<file path="config.mk">
export PLATFORM = sky130hd
export DESIGN_NAME = capacitive_sensor_scanner
export DESIGN_NICKNAME = d
export VERILOG_FILES = /design/src/rtl/capacitive_sensor_scanner.sv
export SDC_FILE = /design/constraint.sdc
export NUM_CORES = 1
export LEC_CHECK = 0
export ABC_AREA = 1
export CAP_MARGIN = 10
export CORE_UTILIZATION = 35
export CTS_CLUSTER_SIZE = 8
export DETAILED_ROUTE_END_ITERATION = 8
export PLACE_DENSITY = 0.57
export SLEW_MARGIN = 25
export SYNTH_ARGS = -nofsm -noshare
export SYNTH_HDL_FRONTEND = slang
export SYNTH_SLANG_ARGS = --single-unit
</file>
<file path="constraint.sdc">
create_clock -name clock -period 5.14 [get_ports clock]
set_input_delay 0.514 -clock clock [delete_from_list [all_inputs] [get_ports clock]]
set_output_delay 0.514 -clock clock [all_outputs]
set_load 0.1 [all_outputs]
</file>
<file path="src/rtl/capacitive_sensor_scanner.sv">
// Capacitive pad scanner: charges all pads, times each pad's rise, then thresholds and
// debounces the rise times into a touch level plus sticky hit flags for the processor.
module capacitive_sensor_scanner #(
    parameter int CNT_W            = 10,
    parameter int MAX_COUNT        = 1023,
    parameter int THRESHOLD        = 200,
    parameter int DISCHARGE_CYCLES = 256,
    parameter int SCAN_INTERVAL    = 1000,
    parameter int DEBOUNCE         = 3
) (
    input  logic       clock,
    input  logic       reset,
    input  logic       enable,
    input  logic [8:0] capacitive_sensors_in,
    output logic       capacitive_sensors_out,
    output logic [8:0] touch_state,
    output logic [8:0] hit_flags,
    input  logic [8:0] hit_clear,
    output logic       scan_done
);

    localparam int N     = 9;
    localparam int INT_W = (SCAN_INTERVAL > 1) ? $clog2(SCAN_INTERVAL) : 1;
    localparam int DIS_W = (DISCHARGE_CYCLES > 1) ? $clog2(DISCHARGE_CYCLES) : 1;
    localparam int DEB_W = (DEBOUNCE > 1) ? $clog2(DEBOUNCE + 1) : 1;

    localparam logic [INT_W-1:0] INT_LAST = INT_W'(SCAN_INTERVAL - 1);
    localparam logic [CNT_W-1:0] CHG_LAST = CNT_W'(MAX_COUNT - 1);
    localparam logic [CNT_W-1:0] CNT_MAX  = CNT_W'(MAX_COUNT);
    localparam logic [CNT_W-1:0] CNT_THR  = CNT_W'(THRESHOLD);
    localparam logic [DIS_W-1:0] DIS_LAST = DIS_W'(DISCHARGE_CYCLES - 1);
    localparam logic [DEB_W-1:0] DEB_LAST = DEB_W'(DEBOUNCE - 1);

    typedef enum logic [1:0] {
        IDLE      = 2'd0,
        CHARGE    = 2'd1,
        DISCHARGE = 2'd2,
        EVAL      = 2'd3
    } state_t;

    state_t                     state_q, state_d;
    logic [N-1:0]               sync1_q, sync2_q;
    logic [INT_W-1:0]           int_q, int_d;
    logic [CNT_W-1:0]           chg_q, chg_d;
    logic [DIS_W-1:0]           dis_q, dis_d;
    logic [N-1:0][CNT_W-1:0]    count_q, count_d;
    logic [N-1:0]               seen_q, seen_d;
    logic [N-1:0][DEB_W-1:0]    deb_q, deb_d;
    logic [N-1:0]               touch_q, touch_d;
    logic [N-1:0]               hit_q, hit_d;
    logic [N-1:0]               raw_s;
    logic                       out_q, out_d;
    logic                       done_q, done_d;
    logic                       eval_s;

    // Two-flop synchronizer on the asynchronous pad inputs
    always_ff @(posedge clock or posedge reset) begin
        if (reset) begin
            sync1_q <= {N{1'b0}};
            sync2_q <= {N{1'b0}};
        end else begin
            sync1_q <= capacitive_sensors_in;
            sync2_q <= sync1_q;
        end
    end

    // FSM state register
    always_ff @(posedge clock or posedge reset) begin
        if (reset) begin
            state_q <= IDLE;
        end else begin
            state_q <= state_d;
        end
    end

    // FSM next-state logic; dropping enable aborts any charge/discharge phase
    always_comb begin
        state_d = state_q;
        case (state_q)
            IDLE: begin
                if (enable && (int_q == INT_LAST)) state_d = CHARGE;
                else                               state_d = IDLE;
            end
            CHARGE: begin
                if (!enable)                 state_d = IDLE;
                else if (chg_q == CHG_LAST)  state_d = DISCHARGE;
                else                         state_d = CHARGE;
            end
            DISCHARGE: begin
                if (!enable)                 state_d = IDLE;
                else if (dis_q == DIS_LAST)  state_d = EVAL;
                else                         state_d = DISCHARGE;
            end
            EVAL:    state_d = IDLE;
            default: state_d = IDLE;
        endcase
    end

    // FSM outputs, decoded from the next state so the registered copies track the FSM
    always_comb begin
        out_d  = 1'b0;
        done_d = 1'b0;
        case (state_d)
            CHARGE:    out_d  = 1'b1;
            EVAL:      done_d = 1'b1;
            IDLE:      out_d  = 1'b0;
            DISCHARGE: out_d  = 1'b0;
            default:   out_d  = 1'b0;
        endcase
    end

    // Phase counters: interval, charge length and discharge length
    always_comb begin
        int_d = {INT_W{1'b0}};
        chg_d = {CNT_W{1'b0}};
        dis_d = {DIS_W{1'b0}};
        if ((state_q == IDLE) && (state_d == IDLE) && enable) int_d = int_q + INT_W'(1);
        else                                                  int_d = {INT_W{1'b0}};
        if ((state_q == CHARGE) && (state_d == CHARGE))       chg_d = chg_q + CNT_W'(1);
        else                                                  chg_d = {CNT_W{1'b0}};
        if ((state_q == DISCHARGE) && (state_d == DISCHARGE)) dis_d = dis_q + DIS_W'(1);
        else                                                  dis_d = {DIS_W{1'b0}};
    end

    // Per-channel rise-time counters: freeze on the first synced high, saturate at MAX_COUNT
    always_comb begin
        count_d = count_q;
        seen_d  = seen_q;
        for (int i = 0; i < N; i++) begin
            if (state_q == CHARGE) begin
                seen_d[i] = seen_q[i] | sync2_q[i];
                if (!seen_q[i] && !sync2_q[i] && (count_q[i] != CNT_MAX)) begin
                    count_d[i] = count_q[i] + CNT_W'(1);
                end else begin
                    count_d[i] = count_q[i];
                end
            end else if (state_q == DISCHARGE) begin
                seen_d[i]  = 1'b0;
                count_d[i] = count_q[i];
            end else begin
                seen_d[i]  = 1'b0;
                count_d[i] = {CNT_W{1'b0}};
            end
        end
    end

    // Threshold and debounce, evaluated on the edge that enters EVAL
    always_comb begin
        eval_s  = (state_q == DISCHARGE) && (state_d == EVAL);
        touch_d = touch_q;
        deb_d   = deb_q;
        raw_s   = {N{1'b0}};
        for (int i = 0; i < N; i++) begin
            raw_s[i] = (count_q[i] >= CNT_THR);
            if (eval_s) begin
                if (raw_s[i] != touch_q[i]) begin
                    if (deb_q[i] == DEB_LAST) begin
                        touch_d[i] = ~touch_q[i];
                        deb_d[i]   = {DEB_W{1'b0}};
                    end else begin
                        deb_d[i]   = deb_q[i] + DEB_W'(1);
                    end
                end else begin
                    deb_d[i] = {DEB_W{1'b0}};
                end
            end else begin
                deb_d[i] = deb_q[i];
            end
        end
        // a rising touch edge beats a simultaneous clear
        hit_d = (hit_q & ~hit_clear) | (touch_d & ~touch_q);
    end

    // Datapath and output registers
    always_ff @(posedge clock or posedge reset) begin
        if (reset) begin
            int_q   <= {INT_W{1'b0}};
            chg_q   <= {CNT_W{1'b0}};
            dis_q   <= {DIS_W{1'b0}};
            count_q <= '{default: {CNT_W{1'b0}}};
            seen_q  <= {N{1'b0}};
            deb_q   <= '{default: {DEB_W{1'b0}}};
            touch_q <= {N{1'b0}};
            hit_q   <= {N{1'b0}};
            out_q   <= 1'b0;
            done_q  <= 1'b0;
        end else begin
            int_q   <= int_d;
            chg_q   <= chg_d;
            dis_q   <= dis_d;
            count_q <= count_d;
            seen_q  <= seen_d;
            deb_q   <= deb_d;
            touch_q <= touch_d;
            hit_q   <= hit_d;
            out_q   <= out_d;
            done_q  <= done_d;
        end
    end

    assign capacitive_sensors_out = out_q;
    assign touch_state            = touch_q;
    assign hit_flags              = hit_q;
    assign scan_done              = done_q;

endmodule

</file>
==> impl_metrics.json, run 1 <==
{
  "critPathMaxStageDelay_ns": 1.16,
  "finClkSkew_ns": 0.01265,
  "synth_edf_count": 0,
  "failed_checks": "DRC",
  "syn_to_final_growth_pct": 13.92,
  "syn_nets": 1209,
  "grt_setup_unrepaired": "false",
  "finalSetupTns_ns": 0,
  "fin_crit_sh": 0.4930,
  "start_util": 0.3606,
  "p_per_area_nw_per_um2": 257.6,
  "clk_latency_ns": 0.43,
  "hold_path_end": "sync2_q[2]",
  "yosysSeqAreaShare": 0.4886,
  "setup_viol": 0,
  "hold_violations": 0,
  "hold_path_startpoint": "sync1_q[2]",
  "cts_max_level": 4,
  "final_layout_size_suffix_gt1_frac": 0.06770,
  "cp_max_fo": 4,
  "fin_nets": 1256,
  "p_clk_frac": 0.450,
  "end_kind": "output port",
  "worstSetupPathType": "register to output port",
  "max_freq_mhz": 394.6,
  "postCtsSetupRepairBufs": 0,
  "via_count": 7306,
  "antenna_cells": 0,
  "r2r_cells": 8,
  "ant_nets": 0,
  "drv_slew": 0,
  "drt_wl_total_um": 18520,
  "grt_pass1_vias": 6943,
  "dieArea_um2": 27730,
  "clk_pin_slew_ns": 0.08,
  "leakagePower_nw": 4.823,
  "clockBufferDepth": 2,
  "hold_depth": 0,
  "synthesis.area_um2": 9475,
  "utilization": 0.4107,
  "ys_ff_latch": 185,
  "drt-vias-per-instance": 4.680,
  "hpwl_um": 12550,
  "startpoint_type": "register",
  "power_frac_seq": 0.529,
  "fp-row-count": 59,
  "design.core.area_um2": 26280,
  "hold_ws_ns": 0.3493,
  "gp_congestion": 0.8037,
  "ff2ff_setup_slack_ns": 2.89,
  "slowest_stage": "clkdlybuf4s50_1",
  "ys.flop_type": "dfrtp_1",
  "p_int_w": 0.002123,
  "ctsHoldBuffers": 0,
  "path_cells": "clkdlybuf4s50_1",
  "synth_async_sr_flop_share": 1.000,
  "status": "finished with violations",
  "cts_tree": "yes",
  "wl_per_cell_um": 11.87,
  "cpLargestDelayFamily": "buffers and inverters",
  "sw_frac_of_total": 0.2364,
  "path_buf_inv": 1,
  "vdd_drop_max_v": 0.0001665,
  "worstPathRequired_ns": 4.63,
  "grt.total_usage": 0.1418,
  "die_w_um": 166.5,
  "clock_sinks": 185,
  "drv_cap": 0,
  "regArea_um2": 4629,
  "yosysUniqueCellTypes": 40,
  "finalCriticalPeriod_ns": 2.534,
  "grt_max_degree": 105,
  "syn_inst": 1166,
  "syn_area_per_cell_um2": 8.126,
  "layout_common_cells": "nand2_1, dfrtp_1, nor2_1, inv_1, nand3_1",
  "critPathArrivalTime_ns": 2.02,
  "io_pins": 41,
  "portBuffers": 40,
  "comb_power_share": 0.021,
  "r2r-end": "count_q[89]",
  "mostFrequentLayoutCell": "nand2_1",
  "n_fill_cell": 2602,
  "die_h_um": 166.5,
  "root_buffer": "clkbuf_16",
  "relSlewSlack": 0.3424,
  "ys_warn_count": 0,
  "overflow": 0,
  "firstDrtPassIters": 7,
  "drc": 5,
  "cts_resized": 0,
  "rr_startpoint": "state_q[1]",
  "first_iter_violations": 499,
  "switchingPower_w": 0.0006573,
  "grt_pass1_wl_um": 32570,
  "antenna_found_initial": 0,
  "hold_path.class": "register to register",
  "cts_made_buffers": 17,
  "multiInputGateArea_um2": 4174,
  "worst_slew_pin_slew_ns": 0.9833
}
kinds of logic (layout without fill, tap and decap cells):
logic type                 after synthesis  count (layout)  share of synthesized area
adders and majority gates               22              22                    0.02905
and+or+nand+nor                        620             620                     0.2946
xor gates and xnor gates                47              47                    0.04344
AOI/OAI and AO/OA                      125             125                    0.07342
buffers and inverters                  167             227                    0.07091
DFF                                    185             185                     0.4886
Yosys cell counts (3+ instances only):
cell type / instances / area [µm²]
a21oi_1: 10 / 50.05
buf_2: 8 / 40.04
buf_6: 3 / 33.78
dfrtp_1: 185 / 4629
ha_1: 22 / 275.3
inv_1: 143 / 536.8
inv_2: 7 / 26.28
nand2_1: 256 / 960.9
nand2_2: 7 / 43.79
nand2_4: 5 / 56.30
nand3_1: 128 / 640.6
nand3_2: 3 / 30.03
nand4_1: 24 / 150.1
nor2_1: 150 / 563.0
nor2_2: 3 / 18.77
nor2_4: 4 / 45.04
nor3_1: 20 / 100.1
nor3b_1: 4 / 30.03
o21ai_0: 72 / 360.4
o21ai_1: 8 / 40.04
o21bai_1: 7 / 52.55
o22ai_1: 21 / 131.4
or2_2: 9 / 56.30
xnor2_1: 12 / 105.1
xor2_1: 35 / 306.5
layer usage:
| metal | track usage | wire length [µm] |
|---|---|---|
| met5 | 0 | 0 |
| met1 | 0.2023 | 9773 |
| met2 | 0.2161 | 8052 |
| met3 | 0.03066 | 545 |
| met4 | 0.03945 | 150 |
cell type report:
type,count,share of cell area
clock buffers,17,0.03941
clock inverters,15,0.01217
inverters,152,0.05367
multi-input cells,814,0.3867
flip-flops and latches,185,0.4289
well taps,335,0.03883
repair buffers,43,0.04034
per-stage QoR:
step                      instance area (µm²)  power [W]  instances  setup slack [ns]
final                                   10790   0.002781       1561             2.606
after global routing                    10790   0.002888       1561             2.551
after CTS                               10790   0.002833       1561             2.580
after detailed placement                10240   0.001561       1529             2.828
after global placement                  10240   0.001561       1529             2.862
after floorplan                          9479   0.001529       1166             2.247
sequential cells by signal (all words and copies together), names as in the netlist:
register	cells
scan_done	1
seen_q	9
chg_q	10
sync2_q	9
int_q	10
state_q	2
hit_flags	9
capacitive_sensors_out	1
count_q	90
dis_q	8
touch_state	9
deb_q	18
sync1_q	9
worst max path at each step:
stage | from | endpoint | slack (ns) | cells after the start
floorplan | reset | capacitive_sensors_out | 2.25 | 1
global placement | enable | hit_flags[8] | 2.86 | 6
detailed placement | enable | hit_flags[8] | 2.83 | 6
CTS | touch_state[1] | touch_state[1] | 2.58 | 1
global route | touch_state[1] | touch_state[1] | 2.55 | 1
finish | touch_state[1] | touch_state[1] | 2.61 | 1
power groups by stage:
| stage | logic, W | registers (W) | clock network [W] |
|---|---|---|---|
| after global placement | 0.0000621 | 0.00150 | 0 |
| after global routing | 0.0000680 | 0.00147 | 0.00135 |
| final | 0.0000581 | 0.00147 | 0.00125 |
| after floorplan | 0.0000314 | 0.00150 | 0 |
| after detailed placement | 0.0000621 | 0.00150 | 0 |
| after CTS | 0.0000622 | 0.00147 | 0.00130 |
No activity file was read; power rests on OpenSTA's default activity.
==> inputs of run 2 (changes only) <==
==> constraint.sdc (replaced) <==
create_clock -name clock -period 2.3 [get_ports clock]
set_input_delay 0.23 -clock clock [delete_from_list [all_inputs] [get_ports clock]]
set_output_delay 0.23 -clock clock [all_outputs]
set_load 0.1 [all_outputs]
==> run 2 against run 1 <==
Against the previous run: the flow still finishes with violations (DRC); routed wire length rose by 1.8%; design area rose by 0.19%; non-clock buffer count rose by 5; worst hold slack got worse by 0.14 ns; critical path type is now register to register; critical endpoint is now hit_flags[3].
==> impl_metrics.json, run 2 (same netlist as run 1, synthesis figures left out) <==
{
  "antenna_found_initial": 0,
  "vdd_drop_max_v": 0.0005210,
  "fp-row-count": 59,
  "fin_cells": 1566,
  "layout_common_cells": "nand2_1, dfrtp_1, nor2_1, inv_1, nand3_1",
  "io_pins": 41,
  "fin_nets": 1261,
  "finClkSkew_ns": 0.01075,
  "clock_sinks": 185,
  "status": "finished with violations",
  "cp_max_fo": 26,
  "path_cells": "ha_1, nand2_1, nor2_1, nand4_1, inv_2, nand3_1, o22ai_1",
  "worst_slew_pin_slew_ns": 0.5755,
  "antenna_cells": 0,
  "place_worst_setup_slack_ns": 0.4126,
  "critPathMaxStageDelay_ns": 0.42,
  "syn_to_final_growth_pct": 14.13,
  "drv_cap": 0,
  "clk_latency_ns": 0.44,
  "hold_path.class": "input pin to register",
  "grt.total_usage": 0.1463,
  "max_freq_mhz": 536.8,
  "cts_max_level": 4,
  "finalCriticalPeriod_ns": 1.863,
  "path_buf_inv": 1,
  "cts_resized": 0,
  "end_kind": "register",
  "cpLargestDelayFamily": "simple AND/OR/NAND/NOR gates",
  "worstPathRequired_ns": 2.66,
  "cts_made_buffers": 17,
  "reg.largest.list": "count_q (90), deb_q (18)",
  "die_h_um": 166.5,
  "cts_tree": "yes",
  "totalPowerFinal_w": 0.006332,
  "ctsHoldBuffers": 0,
  "critPathArrivalTime_ns": 2.23,
  "root_buffer": "clkbuf_16",
  "p_per_area_nw_per_um2": 585.6,
  "slowest_stage": "inv_2",
  "hpwl_um": 12720,
  "relSlewSlack": 0.6164,
  "mostFrequentLayoutCell": "nand2_1",
  "largest_register_ffs": 90,
  "clockBufferDepth": 2,
  "design.core.area_um2": 26280,
  "setup_viol": 0,
  "hold_violations": 0,
  "finalSetupTns_ns": 0,
  "failed_checks": "DRC",
  "final_layout_size_suffix_gt1_frac": 0.08773,
  "firstDrtPassIters": 7,
  "grt_pass1_wl_um": 33530,
  "clk_pin_slew_ns": 0.08,
  "gp_congestion": 0.8160,
  "utilization": 0.4115,
  "drc": 5,
  "grt_setup_unrepaired": "false",
  "leakagePower_nw": 4.888,
  "start_util": 0.3606,
  "die_w_um": 166.5,
  "ant_nets": 0,
  "via_count": 7376,
  "dp_cells": 1534,
  "fin_crit_sh": 0.8100,
  "portBuffers": 40,
  "wl_per_cell_um": 12.04,
  "grt_max_degree": 96,
  "grt_pass1_vias": 7197,
  "drv_slew": 0,
  "top_register": "count_q",
  "startpoint_type": "register",
  "drt_wl_total_um": 18860,
  "worstSetupPathType": "register to register",
  "setup_ws_ns": 0.4370,
  "drt-vias-per-instance": 4.710,
  "first_iter_violations": 398,
  "postCtsSetupRepairBufs": 0,
  "dieArea_um2": 27730,
  "overflow": 0
}
[run 2: cell count changes in the layout (fill, tap and decap cells not counted), moves of 2 or more]
| cell | before | now |
|---|---|---|
| buf_4 | 2 | 26 |
| clkdlybuf4s50_1 | 40 | 20 |
| clkinv_4 | 3 | 0 |
| clkinv_8 | 0 | 2 |
| inv_6 | 4 | 7 |
[run 2: cell type report]
| class | count | area, µm² |
|---|---|---|
| tap | 335 | 419.2 |
| fill | 2650 | 15470 |
| multi-input combinational | 814 | 4174 |
| sequential | 185 | 4629 |
| clock buffer | 17 | 425.4 |
| clock inverter | 15 | 151.4 |
| inverter | 152 | 579.3 |
| timing repair buffer | 48 | 435.4 |
[run 2: path summary, 6_finish.rpt]
path	cells past startpoint	slack, ns	endpoint	startpoint
min in group asynchronous	3	0.27	sync2_q[0]	reset
worst max-delay path	7	0.44	hit_flags[3]	dis_q[0]
max in group asynchronous	3	1.53	hit_flags[5]	reset
worst max register to register	7	0.44	hit_flags[3]	dis_q[0]
worst min-delay path	1	0.21	sync1_q[7]	capacitive_sensors_in[7]
worst min register to register	0	0.35	sync2_q[6]	sync1_q[6]
[run 2: worst register-to-register path, cell delays in order, from the launching register on]
cell,delay (ns)
dfrtp_1,0.37
ha_1,0.22
nand2_1,0.07
nor2_1,0.16
nand4_1,0.22
inv_2,0.42
nand3_1,0.18
o22ai_1,0.15
[run 2: power breakdown]
part           switching, W  internal (W)
Combinational     0.0000847     0.0000474
Clock               0.00146       0.00145
Sequential        0.0000130       0.00327
[run 2: metrics by stage]
| step | hold slack (ns) | cell area (µm²) |
|---|---|---|
| 4_1_cts | 0.1913 | 10810 |
| 6_report | 0.2132 | 10810 |
| 3_3_place_gp | 0.3315 | 10240 |
| 3_5_place_dp | 0.3347 | 10240 |
| 2_1_floorplan | 0.2614 | 9479 |
| 5_1_grt | 0.2188 | 10810 |
[run 2: metal layers]
layer | wire length [µm] | track usage
met5 | 0 | 0
met3 | 558 | 0.02685
met1 | 9572 | 0.1982
met4 | 217 | 0.05153
met2 | 8508 | 0.2344
==> inputs of run 3 (changes only) <==
--- a/config.mk
+++ b/config.mk
@@ -10,7 +10,7 @@
 export CORE_UTILIZATION = 35
 export CTS_CLUSTER_SIZE = 8
 export DETAILED_ROUTE_END_ITERATION = 8
-export PLACE_DENSITY = 0.57
+export PLACE_DENSITY = 0.55
 export SLEW_MARGIN = 25
 export SYNTH_ARGS = -nofsm -noshare
 export SYNTH_HDL_FRONTEND = slang
==> constraint.sdc (replaced) <==
create_clock -name clock -period 1.8 [get_ports clock]
set_input_delay 0.18 -clock clock [delete_from_list [all_inputs] [get_ports clock]]
set_output_delay 0.18 -clock clock [all_outputs]
set_load 0.1 [all_outputs]
==> run 3 against run 2 <==
Against the previous run: the run still ends with DRC left; core utilization rose by 1.2 points; die area did not move; first-iteration DRC count rose by 13%; combinational power rose by 50%; sequential power rose by 28%; critical path depth rose by 2; non-clock buffer count rose by 26; count of clock-buffer cells in the layout rose by 1; design area rose by 2.9%; critical path type unchanged; highest routed layer unchanged.
==> impl_metrics.json, run 3 (same netlist as run 1, synthesis figures left out) <==
{
  "path_buf_inv": 1,
  "worst_slew_pin_slew_ns": 0.5399,
  "antenna_cells": 0,
  "path_cells": "ha_1, nand2_1, nor2_2, nand3_1, o21ai_4, nand2_4, inv_1, nand2_1, nand2_1",
  "critPathMaxStageDelay_ns": 0.37,
  "cts_max_level": 4,
  "fp-row-count": 59,
  "first_iter_violations": 449,
  "io_pins": 41,
  "status": "finished with violations",
  "final_layout_size_suffix_gt1_frac": 0.1098,
  "fin_nets": 1287,
  "fin_cells": 1592,
  "cts_tree": "yes",
  "firstDrtPassIters": 9,
  "critPathArrivalTime_ns": 2.02,
  "end_kind": "register",
  "startpoint_type": "register",
  "clockBufferDepth": 2,
  "vdd_drop_max_v": 0.0005809,
  "hpwl_um": 13970,
  "place_worst_setup_slack_ns": 0.1146,
  "overflow": 0,
  "via_count": 7457,
  "top_register": "count_q",
  "grt_pass1_vias": 7050,
  "wl_per_cell_um": 12.17,
  "drv_cap": 0,
  "gp_congestion": 0.8232,
  "grt_pass1_wl_um": 33550,
  "critPathMostFrequentCell": "nand2_1",
  "die_h_um": 166.5,
  "slowest_stage": "dfrtp_1",
  "antenna_found_initial": 0,
  "grt.total_usage": 0.1468,
  "root_buffer": "clkbuf_16",
  "largest_register_ffs": 90,
  "clk_pin_slew_ns": 0.08,
  "drt_wl_total_um": 19380,
  "drc": 4,
  "worstPathRequired_ns": 2.18,
  "relSlewSlack": 0.6373,
  "start_util": 0.3606,
  "worstSetupPathType": "register to register",
  "mostFrequentLayoutCell": "nand2_1",
  "grt_setup_unrepaired": "false",
  "cp_max_fo": 9,
  "drv_slew": 0,
  "fin_crit_sh": 0.9099,
  "drt-vias-per-instance": 4.684,
  "finalCriticalPeriod_ns": 1.638,
  "failed_checks": "DRC",
  "p_per_area_nw_per_um2": 739.5,
  "dieArea_um2": 27730,
  "cts_made_buffers": 17,
  "cpLargestDelayFamily": "simple AND/OR/NAND/NOR gates",
  "die_w_um": 166.5,
  "clock_sinks": 185,
  "grt_max_degree": 44,
  "setup_ws_ns": 0.1621,
  "hold_violations": 0,
  "design.core.area_um2": 26280,
  "finClkSkew_ns": 0.01716,
  "portBuffers": 40,
  "syn_to_final_growth_pct": 17.47,
  "layout_common_cells": "nand2_1, dfrtp_1, nor2_1, inv_1, nand3_1",
  "dp_cells": 1560,
  "hold_path.class": "input pin to asynchronous set/reset pin",
  "ctsHoldBuffers": 0,
  "leakagePower_nw": 5.056,
  "max_freq_mhz": 610.5,
  "reg.largest.list": "count_q (90), deb_q (18)",
  "setup_viol": 0,
  "ant_nets": 0,
  "clk_latency_ns": 0.43
}
-- run 3: timing repair --
item | in CTS | in global routing
setup endpoints to repair | 0 | 23
setup buffers | 0 | 0
endpoints found under the hold margin | 0 | 0
resized for setup | 0 | 7
-- run 3: per-stage QoR --
stage	utilization	area [µm²]	hold WS (ns)	setup TNS (ns)	power [W]
detailed placement	0.3998	10510	0.3347	0	0.004485
global route	0.4235	11130	0.1126	0	0.008567
CTS	0.4227	11110	0.09069	0	0.008378
finish	0.4235	11130	0.08826	0	0.008231
global placement	0.3998	10510	0.3363	0	0.004484
floorplan	-	9479	0.2114	-140.33	0.004366
-- run 3: layout make-up --
class	instances	area [µm²]
Clock buffer	18	439.2
Clock inverter	14	162.7
Fill cell	2614	15150
Inverter	152	579.3
Multi-Input combinational cell	814	4192
Sequential cell	185	4629
Tap cell	335	419.2
Timing Repair Buffer	74	709.4
-- run 3: worst paths after layout --
kind / startpoint / to / slack (ns) / cells after the start
setup / recovery: count_q[41] / count_q[46] / 0.16 / 9
max in group asynchronous: reset / touch_state[2] / 1.12 / 3
hold reg to reg: sync1_q[0] / sync2_q[0] / 0.34 / 0
setup reg to reg: count_q[41] / count_q[46] / 0.16 / 9
hold / removal: reset / count_q[75] / 0.09 / 2
min in group clock: capacitive_sensors_in[7] / sync1_q[7] / 0.19 / 1
-- run 3: power breakdown --
group | switching, W | internal [W]
clock | 0.00171 | 0.00212
combinational | 0.000119 | 0.0000789
sequential | 0.0000137 | 0.00418
total | 0.00185 | 0.00638
-- run 3: per-layer routing --
layer  track usage  share of wire
met5             0              0
met4       0.04428         0.0095
met3       0.02471          0.022
met2        0.2340           0.46
met1        0.2039           0.51
